**src/rtl/cache_req_arbiter.sv**
```systemverilog
// Front-end request controller for the two-level cache. It grants two requesters round-robin,
// runs one lookup at a time, falls back to a backing-memory fetch with timeout, and keeps hit/miss stats.
module cache_req_arbiter #(
   parameter int                    ADDR_WIDTH     = 11,
   parameter int                    DATA_WIDTH     = 32,
   parameter int                    TIMEOUT_CYCLES = 64,
   parameter logic [DATA_WIDTH-1:0] ERR_DATA       = 32'hD00DFEED,
   parameter logic [15:0]           STAT_MAX       = 16'hFFFF
) (
   input  logic                  clk,
   input  logic                  rst,
   input  logic                  req0_valid,
   input  logic [ADDR_WIDTH-1:0] req0_addr,
   output logic                  req0_ready,
   input  logic                  req1_valid,
   input  logic [ADDR_WIDTH-1:0] req1_addr,
   output logic                  req1_ready,
   output logic                  rsp_valid,
   output logic                  rsp_id,
   output logic [DATA_WIDTH-1:0] rsp_data,
   output logic [1:0]            rsp_level,
   output logic                  cache_read,
   output logic [ADDR_WIDTH-1:0] cache_addr,
   input  logic [DATA_WIDTH-1:0] cache_data,
   input  logic                  cache_l1_hit,
   input  logic                  cache_l2_hit,
   output logic                  mem_req,
   output logic [ADDR_WIDTH-1:0] mem_addr,
   input  logic                  mem_valid,
   input  logic [DATA_WIDTH-1:0] mem_data,
   output logic [15:0]           stat_l1,
   output logic [15:0]           stat_l2,
   output logic [15:0]           stat_miss
);

   typedef enum logic [2:0] {
      S_IDLE,
      S_LOOKUP,
      S_CHECK,
      S_MEM_WAIT,
      S_RESP
   } state_t;

   // The wait counter holds values 0..TIMEOUT_CYCLES-1; the last value closes the window.
   localparam logic [7:0] TIMEOUT_LAST = 8'(TIMEOUT_CYCLES - 1);

   localparam int STAT_L1   = 0;
   localparam int STAT_L2   = 1;
   localparam int STAT_MISS = 2;

   state_t                state_reg;
   state_t                state_next;

   logic [ADDR_WIDTH-1:0] addr_reg;
   logic                  id_reg;
   logic                  ptr_reg;
   logic [7:0]            cnt_reg;
   logic                  rsp_id_reg;
   logic [DATA_WIDTH-1:0] rsp_data_reg;
   logic [1:0]            rsp_level_reg;

   logic                  grant0;
   logic                  grant1;
   logic                  load_rsp;
   logic [DATA_WIDTH-1:0] rsp_data_next;
   logic [1:0]            rsp_level_next;
   logic                  cnt_clear;
   logic                  cnt_inc;
   logic [2:0]            stat_inc;
   logic [15:0]           stat_bus [3];

   always_ff @(posedge clk or posedge rst) begin
      if (rst) begin
         state_reg <= S_IDLE;
      end else begin
         state_reg <= state_next;
      end
   end

   always_comb begin
      state_next     = state_reg;
      grant0         = 1'b0;
      grant1         = 1'b0;
      cache_read     = 1'b0;
      mem_req        = 1'b0;
      rsp_valid      = 1'b0;
      load_rsp       = 1'b0;
      rsp_data_next  = '0;
      rsp_level_next = 2'd0;
      cnt_clear      = 1'b0;
      cnt_inc        = 1'b0;
      stat_inc       = 3'b000;
      case (state_reg)
         S_IDLE: begin
            // ptr_reg == 0 favours requester 0 when both are asking.
            if (req0_valid && (!req1_valid || !ptr_reg)) begin
               grant0 = 1'b1;
            end else if (req1_valid) begin
               grant1 = 1'b1;
            end
            if (grant0 || grant1) begin
               state_next = S_LOOKUP;
            end
         end
         S_LOOKUP: begin
            cache_read = 1'b1;
            state_next = S_CHECK;
         end
         S_CHECK: begin
            if (cache_l1_hit) begin
               load_rsp          = 1'b1;
               rsp_data_next     = cache_data;
               rsp_level_next    = 2'd0;
               stat_inc[STAT_L1] = 1'b1;
               state_next        = S_RESP;
            end else if (cache_l2_hit) begin
               load_rsp          = 1'b1;
               rsp_data_next     = cache_data;
               rsp_level_next    = 2'd1;
               stat_inc[STAT_L2] = 1'b1;
               state_next        = S_RESP;
            end else begin
               cnt_clear  = 1'b1;
               state_next = S_MEM_WAIT;
            end
         end
         S_MEM_WAIT: begin
            mem_req = 1'b1;
            // Data arriving in the final window cycle still counts as a fill.
            if (mem_valid) begin
               load_rsp            = 1'b1;
               rsp_data_next       = mem_data;
               rsp_level_next      = 2'd2;
               stat_inc[STAT_MISS] = 1'b1;
               state_next          = S_RESP;
            end else if (cnt_reg == TIMEOUT_LAST) begin
               load_rsp            = 1'b1;
               rsp_data_next       = ERR_DATA;
               rsp_level_next      = 2'd3;
               stat_inc[STAT_MISS] = 1'b1;
               state_next          = S_RESP;
            end else begin
               cnt_inc = 1'b1;
            end
         end
         S_RESP: begin
            rsp_valid  = 1'b1;
            state_next = S_IDLE;
         end
         default: begin
            state_next = S_IDLE;
         end
      endcase
   end

   always_ff @(posedge clk or posedge rst) begin
      if (rst) begin
         addr_reg      <= '0;
         id_reg        <= 1'b0;
         ptr_reg       <= 1'b0;
         cnt_reg       <= 8'd0;
         rsp_id_reg    <= 1'b0;
         rsp_data_reg  <= '0;
         rsp_level_reg <= 2'd0;
      end else begin
         if (grant0 || grant1) begin
            addr_reg <= grant1 ? req1_addr : req0_addr;
            id_reg   <= grant1;
            ptr_reg  <= ~grant1;
         end
         if (cnt_clear) begin
            cnt_reg <= 8'd0;
         end else if (cnt_inc) begin
            cnt_reg <= cnt_reg + 8'd1;
         end
         if (load_rsp) begin
            rsp_id_reg    <= id_reg;
            rsp_data_reg  <= rsp_data_next;
            rsp_level_reg <= rsp_level_next;
         end
      end
   end

   genvar gi;
   generate
      for (gi = 0; gi < 3; gi++) begin : g_stat
         logic [15:0] count_reg;

         always_ff @(posedge clk or posedge rst) begin
            if (rst) begin
               count_reg <= 16'd0;
            end else if (stat_inc[gi] && (count_reg != STAT_MAX)) begin
               count_reg <= count_reg + 16'd1;
            end
         end

         assign stat_bus[gi] = count_reg;
      end
   endgenerate

   assign req0_ready = grant0;
   assign req1_ready = grant1;
   assign cache_addr = addr_reg;
   assign mem_addr   = addr_reg;
   assign rsp_id     = rsp_id_reg;
   assign rsp_data   = rsp_data_reg;
   assign rsp_level  = rsp_level_reg;
   assign stat_l1    = stat_bus[STAT_L1];
   assign stat_l2    = stat_bus[STAT_L2];
   assign stat_miss  = stat_bus[STAT_MISS];

endmodule

```
**config.mk**
```make
export PLATFORM = sky130hd
export DESIGN_NAME = cache_req_arbiter
export DESIGN_NICKNAME = d
export VERILOG_FILES = /design/src/rtl/cache_req_arbiter.sv
export SDC_FILE = /design/constraint.sdc
export NUM_CORES = 1
export LEC_CHECK = 0
export CAP_MARGIN = 25
export CORE_AREA = 2 2 79 156
export CTS_BUF_LIST = sky130_fd_sc_hd__clkbuf_4
export DETAILED_ROUTE_END_ITERATION = 7
export DIE_AREA = 0 0 81 158
export PLACE_DENSITY = 0.93
export SYNTH_ARGS = -nofsm -noshare
export SYNTH_HDL_FRONTEND = slang
export SYNTH_SLANG_ARGS = --single-unit
```
**constraint.sdc**
```tcl
create_clock -name clk -period 7.47 [get_ports clk]
set_clock_uncertainty 0.05 [all_clocks]
set_input_delay 1.494 -clock clk [delete_from_list [all_inputs] [get_ports clk]]
set_output_delay 1.494 -clock clk [all_outputs]
set_load 0.005 [all_outputs]
```
==> metrics.log, run 1 <==
[metrics] number of antenna-violating nets in the routed design: 0
[metrics] part of the total power dissipated in sequential elements: 43.5%
[metrics] number of buffers added on ports: 202
[metrics] launch instance of the worst min-delay path: stat_l1[14]$_DFFE_PP0P_
[metrics] Register-to-Register Setup Slack: 5160 ps
[metrics] maximum capacitance violations: 0
[metrics] die boundary width: 81 um
[metrics] hold-fix buffer count after cts: 0
[metrics] post-synthesis cell type with the largest combined area: sky130_fd_sc_hd__dfrtp_1
[metrics] Fin Hold WS: 462 ps
[metrics] worst IR drop on VDD: 0.000177 V
[metrics] worst reg2reg endpoint: rsp_data[28]$_DFFE_PP0P_
[metrics] synthesized area: 5090 um2
[metrics] final routed DRC violation total: 0
[metrics] post-CTS setup buffer count: 0
[metrics] final-report hold violation count: 0
[metrics] number of buffers added by the clock tree synthesis step: 9
[metrics] number of buffers between clock root and the deepest sink: 2
[metrics] proportion of register bits with asynchronous set or reset after synthesis: 100%
[metrics] sum of negative setup slack: 0 ps
[metrics] slew at the pin closest to its max-slew limit: 885 ps
[metrics] Post-Syn Nets: 584
[metrics] type of element capturing the critical path: primary output
[metrics] setup repair after global routing missed its margin: false
[metrics] Worst Reg2Reg Path Length in Cells: 7
[metrics] leakage power total: 3.27 nW
[metrics] switching power as a share of total power: 33.7%
[metrics] final period utilization: 61.2%
[metrics] Yosys warning count: 0
[metrics] upper clock frequency limit: 0.219 GHz
[metrics] Total Die Area: 12800 um2
[metrics] relative contribution of the clock network to total power: 12.2%
[metrics] overall via count from detail_route: 4630
[metrics] area added between synthesis and finish: 44.8%
[metrics] mean instance size in the synthesized netlist: 10.4 um2
[metrics] Pre-antenna DRT Iters: 5
[metrics] part of the Yosys area used for sequential elements: 52.6%
[metrics] Post-synth EDFFs: 0
[metrics] top cell type's share of synthesized area: 52.6%
[metrics] grt total ovfl: 0
[metrics] via density per instance: 5.59
[metrics] Worst Path Class, Setup: input port to primary output
[metrics] starting density of the core: 43.7%
[metrics] cell with the most instances after synthesis: sky130_fd_sc_hd__dfrtp_1
[metrics] flops & latches, synth: 107
[metrics] register area: 2680 um2
[metrics] crit-path most repeated cell: sky130_fd_sc_hd__clkdlybuf4s50_1
[metrics] number of distinct standard cells referenced by the synthesized netlist: 45
[metrics] area inside the core boundary: 11600 um2
[metrics] number of flip-flops under the largest register name: 32
[metrics] cell total after placement: 809
[metrics] number of ports placed on the die boundary: 203
[metrics] Comb power frac: 44.3%
[metrics] layout cell share with drive strength beyond 1: 5.27%
[metrics] initial antenna violation count: 1
[metrics] fill cell total of the finished layout: 938
[metrics] first-pass GRT wire length: 22800 um
[metrics] crit path launch: req1_valid
[metrics] ordered list of cells on the worst path: clkdlybuf4s50_1 > nand2_1 > a21oi_1 > buf_4 > clkdlybuf4s50_1
[metrics] startpoint kind of the worst setup timing path: input port
[metrics] Levels on crit path: 5
[metrics] final WL: 14900 um
[metrics] hold worst-path end: stat_l1[14]$_DFFE_PP0P_
[metrics] final-report max-slew violation count: 0
[metrics] CTS tree: built
[metrics] initial detailed-routing violation count: 228
[metrics] Required @ worst endpoint: 5930 ps
[metrics] half-perimeter wire length after detailed placement: 11400 um
[metrics] shortest clock period the worst path allows after layout: 4570 ps
[metrics] Total GRT Usage: 23.0%
[metrics] # resized after CTS: 0
[metrics] hold-critical path depth: 1
[metrics] clk sink count: 107
[metrics] Power Internal: 0.00139 W
[metrics] clock transition time at the flip-flop clock pins of the worst setup and hold paths: 170 ps
[metrics] switching component of the power: 0.000706 W
[metrics] kind of cell with the highest combined delay on the critical path: buffers and inverters
[metrics] worst-path cell with the longest stage delay: sky130_fd_sc_hd__clkdlybuf4s50_1
[metrics] cells taking the most area after synthesis: sky130_fd_sc_hd__dfrtp_1 53%, sky130_fd_sc_hd__xnor2_1 4.1%, sky130_fd_sc_hd__a221o_1 3.9%
[metrics] flip-flop cell with the highest count after synthesis: sky130_fd_sc_hd__dfrtp_1
[metrics] largest net degree at the start of global routing: 77
[metrics] largest fanout of any net on the critical path: 13
[metrics] worst rel slew slack: 40.8%
[metrics] routed length per instance: 17.9 um
[metrics] data arrival at the endpoint of the critical path: 3030 ps
[metrics] number of endpoints failing setup at the final stage: 0
[metrics] worst hold-check path type: flop to flop
[metrics] source-to-sink clock delay at the later pin of the worst-skew pair: 440 ps
[metrics] htree depth: 3
[metrics] Multi-input gate area: 2130 um2
[metrics] leading cell types by count after synthesis: 107 x sky130_fd_sc_hd__dfrtp_1, 40 x sky130_fd_sc_hd__nand2_1, 32 x sky130_fd_sc_hd__nand3_1
[metrics] final standard cell count with taps included and fillers excluded: 829
[metrics] Worst path max stage delay: 550 ps
[metrics] vias in the first global route: 4723
[metrics] clock tree root buffer cell: sky130_fd_sc_hd__clkbuf_4
[metrics] die outline height: 158 um
[metrics] nets@finish: 775
[metrics] post-synthesis instance total: 487
[metrics] status: finished, final reports clean
[metrics] routability-driven placement congestion ratio: 0.903
[metrics] startpoint of the lowest-slack register-to-register path: cnt_reg[0]$_DFFE_PP0P_
[metrics] Power per Cell Area: 284 nW/um2
[metrics] row cnt: 56
[metrics] buffer and inverter count on the worst path: 3
==> cell usage in the layout, fill, tap and decap left out, drive strengths merged, types with 3 or more instances in the layout <==
cell and instances:
clkinv 5, nand3b 3, mux2 4, dfrtp 107, buf 8, clkbuf 10
nor2 26, a221o 20, a21oi 30, a31oi 3, a21o 12, clkdlybuf4s50 202
nand4 20, nand2 40, and3 8, ha 4, xnor2 24, a41oi 4
nand3 32, a22oi 13, nor3 10, nor3b 5, o21a 3, xor2 17
o21ai 4, inv 29, and2 3, a22o 11, nor4 8
==> worst register-to-register path: cells and delay by family, from the launching register on <==
| family | cells | cell delay, ps |
|---|---|---|
| fa+ha+maj | 1 | 230 |
| simple gates | 2 | 500 |
| flops | 1 | 440 |
| compound gates | 3 | 600 |
| buf+inv | 1 | 390 |
==> per-layer routing <==
metal,part of all wire (%),track usage (%)
met5,0,0
met4,3.8,11.1
met3,4.9,4.33
met2,56,42.3
met1,35,24.3
==> power groups by stage <==
stage	clock network [W]	registers, W	logic [W]
after detailed placement	0	0.000917	0.000925
after global placement	0	0.000905	0.000869
after CTS	0.000263	0.000910	0.000925
final	0.000256	0.000911	0.000926
after floorplan	0	0.000895	0.000416
after global routing	0.000287	0.000933	0.00101
==> per-stage QoR <==
step                      setup slack (ps)  utilization (%)  power (W)  cell area, um2
after global routing                  2820             63.3    0.00223            7370
after floorplan                       3110                -    0.00131            5090
after global placement                2980             61.5    0.00177            7160
after detailed placement              2910             61.8    0.00184            7190
after CTS                             2900             62.7    0.00210            7300
final                                 2900             63.3    0.00209            7370
==> how the worst max path moves through the flow <==
stage and end:
4_1_cts req1_ready, 6_report req1_ready, 3_3_place_gp req1_ready, 2_1_floorplan cache_addr[0]$_DFFE_PP0P_
5_1_grt req0_ready, 3_5_place_dp req1_ready
==> logic make-up (layout without fill, tap and decap cells) <==
| logic type | count (synthesis) | in the layout | synth area share, % |
|---|---|---|---|
| compound gates | 103 | 103 | 15.1 |
| buf+inv | 60 | 256 | 5.63 |
| mux | 6 | 6 | 1.28 |
| simple gates | 166 | 166 | 17.4 |
| fa+ha+maj | 4 | 4 | 0.984 |
| xor+xnor | 41 | 41 | 7.06 |
| flops | 107 | 107 | 52.6 |
| other cells | 0 | 1 | 0 |
==> cell type report <==
class	count	area share, %
well taps	145	2.46
flip-flops and latches	107	36.3
repair buffers	211	29.2
clock buffers	9	0.917
diodes	1	0.0340
multi-input cells	320	28.9
inverters	29	1.51
clock inverters	7	0.611
Note: power is estimated with default switching activity, not from simulation.
==> run 2: changes to the inputs <==
--- a/config.mk
+++ b/config.mk
@@ -6,11 +6,11 @@
 export NUM_CORES = 1
 export LEC_CHECK = 0
 export CAP_MARGIN = 25
-export CORE_AREA = 2 2 79 156
+export CORE_AREA = 2 2 82 163
 export CTS_BUF_LIST = sky130_fd_sc_hd__clkbuf_4
 export DETAILED_ROUTE_END_ITERATION = 7
-export DIE_AREA = 0 0 81 158
-export PLACE_DENSITY = 0.93
+export DIE_AREA = 0 0 84 165
+export PLACE_DENSITY = 0.9
 export SYNTH_ARGS = -nofsm -noshare
 export SYNTH_HDL_FRONTEND = slang
 export SYNTH_SLANG_ARGS = --single-unit
==> constraint.sdc (replaced) <==
create_clock -name clk -period 4.17 [get_ports clk]
set_clock_uncertainty 0.05 [all_clocks]
set_input_delay 0.834 -clock clk [delete_from_list [all_inputs] [get_ports clk]]
set_output_delay 0.834 -clock clk [all_outputs]
set_load 0.005 [all_outputs]
==> metrics.log, run 2 (synthesized netlist as in run 1, its figures left out) <==
[metrics] status: finished, final reports clean
[metrics] worst hold-check path type: flop to flop
[metrics] number of endpoints failing setup at the final stage: 0 (unchanged)
[metrics] routability-driven placement congestion ratio: 0.866 (-4.2%)
[metrics] final WL: 14800 um (-0.39%)
[metrics] clock tree root buffer cell: sky130_fd_sc_hd__clkbuf_4
[metrics] leakage power total: 3.27 nW (about the same)
[metrics] largest fanout of any net on the critical path: 4 (-9)
[metrics] data arrival at the endpoint of the critical path: 2250 ps (-780 ps)
[metrics] worst-path cell with the longest stage delay: sky130_fd_sc_hd__clkdlybuf4s50_1
[metrics] worst IR drop on VDD: 0.000338 V (+91%)
[metrics] area inside the core boundary: 12600 um2 (+7.9%)
[metrics] largest net degree at the start of global routing: 88 (+14%)
[metrics] total power consumption of the routed design: 0.00374 W (+79%)
[metrics] number of flip-flops under the largest register name: 32 (unchanged)
[metrics] worst rel slew slack: 31.0% (-9.9 points)
[metrics] source-to-sink clock delay at the later pin of the worst-skew pair: 440 ps (about the same)
[metrics] ordered list of cells on the worst path: clkdlybuf4s50_1 > nand2_1 > a21oi_1 > clkdlybuf4s50_1
[metrics] commonest non-fill, non-tap cell in the layout: sky130_fd_sc_hd__clkdlybuf4s50_1
[metrics] layout cell share with drive strength beyond 1: 5.56% (+0.29 points)
[metrics] number of ports placed on the die boundary: 203 (unchanged)
[metrics] clock transition time at the flip-flop clock pins of the worst setup and hold paths: 150 ps (-20 ps)
[metrics] shortest clock period the worst path allows after layout: 3130 ps
[metrics] sum of negative setup slack: 0 ps (unchanged)
[metrics] M3 GR Usage: 3.70% (-0.63 points)
[metrics] Power per Cell Area: 510 nW/um2 (+80%)
[metrics] Worst path max stage delay: 560 ps (about the same)
[metrics] crit-path most repeated cell: sky130_fd_sc_hd__clkdlybuf4s50_1
[metrics] upper clock frequency limit: 0.320 GHz
[metrics] commonest non-fill, non-tap cells in the layout: 202 x sky130_fd_sc_hd__clkdlybuf4s50_1, 107 x sky130_fd_sc_hd__dfrtp_1, 40 x sky130_fd_sc_hd__nand2_1
[metrics] vias in the first global route: 4842 (+2.5%)
[metrics] final routed DRC violation total: 0 (unchanged)
[metrics] area added between synthesis and finish: 44.1%
[metrics] Total Die Area: 13900 um2 (+8.3%)
[metrics] # resized after CTS: 0 (unchanged)
[metrics] die boundary width: 84 um (+3.7%)
[metrics] maximum capacitance violations: 0 (unchanged)
[metrics] startpoint kind of the worst setup timing path: input port
[metrics] hold-fix buffer count after cts: 0 (unchanged)
[metrics] final period utilization: 75.1%
[metrics] final-report hold violation count: 0 (unchanged)
[metrics] final-report max-slew violation count: 0 (unchanged)
[metrics] post-CTS setup buffer count: 0 (unchanged)
[metrics] first-pass GRT wire length: 23400 um (+2.7%)
[metrics] via density per instance: 5.53 (-1.1%)
[metrics] grt total ovfl: 0 (unchanged)
[metrics] number of buffers added on ports: 202 (unchanged)
[metrics] initial antenna violation count: 1 (unchanged)
[metrics] overall via count from detail_route: 4609 (-0.45%)
[metrics] setup repair after global routing missed its margin: false
[metrics] nets@finish: 775 (unchanged)
[metrics] initial detailed-routing violation count: 210 (-7.9%)
[metrics] Pre-antenna DRT Iters: 5 (unchanged)
[metrics] buffer and inverter count on the worst path: 2 (-1)
[metrics] Total GRT Usage: 20.9% (-2.1 points)
[metrics] type of element capturing the critical path: primary output
[metrics] slew at the pin closest to its max-slew limit: 1030 ps (+143 ps)
[metrics] starting density of the core: 40.5% (-3.2 points)
[metrics] half-perimeter wire length after detailed placement: 11300 um (-0.68%)
[metrics] routed length per instance: 17.7 um (-0.99%)
[metrics] Worst Path Class, Setup: input port to primary output
[metrics] CTS tree: built
[metrics] kind of cell with the highest combined delay on the critical path: buffers and inverters
[metrics] Global Route met2 Usage: 40.6% (-1.7 points)
[metrics] Required @ worst endpoint: 3290 ps (-2640 ps)
[metrics] clk sink count: 107 (unchanged)
[metrics] number of buffers between clock root and the deepest sink: 2 (unchanged)
[metrics] number of buffers added by the clock tree synthesis step: 9 (unchanged)
[metrics] global route hottest layer: met2
[metrics] number of antenna-violating nets in the routed design: 0 (unchanged)
[metrics] row cnt: 58 (+3.6%)
[metrics] htree depth: 3 (unchanged)
[metrics] die outline height: 165 um (+4.4%)
[metrics] GR Layer Usage met1: 21.9% (-2.4 points)
[run 2: cell count changes in the layout (fill, tap and decap cells not counted), sizes merged]
cell / before / now
inv: 29 / 33
clkinv: 5 / 3
clkinvlp: 2 / 0
buf: 8 / 9
clkbuf: 10 / 9
[run 2: report_power, final]
part / internal, W / switching [W]
Clock: 0.000129 / 0.000351
Sequential: 0.00135 / 0.000262
Combinational: 0.000999 / 0.000652
[run 2: cell type report]
| type | count | area [um2] |
|---|---|---|
| diodes | 1 | 2.50 |
| clock buffers | 9 | 67.6 |
| clock inverters | 7 | 50.0 |
| fillers | 1049 | 5220 |
| inverters | 29 | 111 |
| multi-input cells | 320 | 2130 |
| flip-flops and latches | 107 | 2680 |
| well taps | 150 | 188 |
| repair buffers | 211 | 2110 |
[run 2: path summary, 6_finish.rpt]
path	from	end	slack [ps]	cells past startpoint
max	req1_valid	req1_ready	1040	4
min	rsp_level[1]$_DFFE_PP0P_	rsp_level[1]$_DFFE_PP0P_	460	2
min reg2reg	rsp_level[1]$_DFFE_PP0P_	rsp_level[1]$_DFFE_PP0P_	460	2
max in group asynchronous	rst	stat_miss[9]$_DFFE_PP0P_	2370	4
min in group asynchronous	rst	rsp_data[15]$_DFFE_PP0P_	720	2
max reg2reg	cnt_reg[0]$_DFFE_PP0P_	rsp_data[13]$_DFFE_PP0P_	1860	7
[run 2: stage by stage]
step	cell area [um2]	worst slack (ps)	hold slack, ps	util, %	cells
after floorplan	5090	469	409	-	487
after global placement	7190	1040	411	57.2	816
after detailed placement	7190	1050	435	57.2	816
after CTS	7300	1040	472	58.2	832
after global routing	7330	996	493	58.4	834
final	7330	1040	460	58.4	834
[run 2: worst min-delay path, cell delays in order, from the launching register on]
cell and delay, ps:
sky130_fd_sc_hd__dfrtp_1 380, sky130_fd_sc_hd__nand2_1 50, sky130_fd_sc_hd__nand2_1 60
[run 2: metal layers]
metal	up-vias	wire (um)	part of all wire, %
met4	0	302	2.0
li1	2126	-	-
met5	-	0	0
met1	2275	5310	36
met3	26	657	4.4
met2	182	8540	58
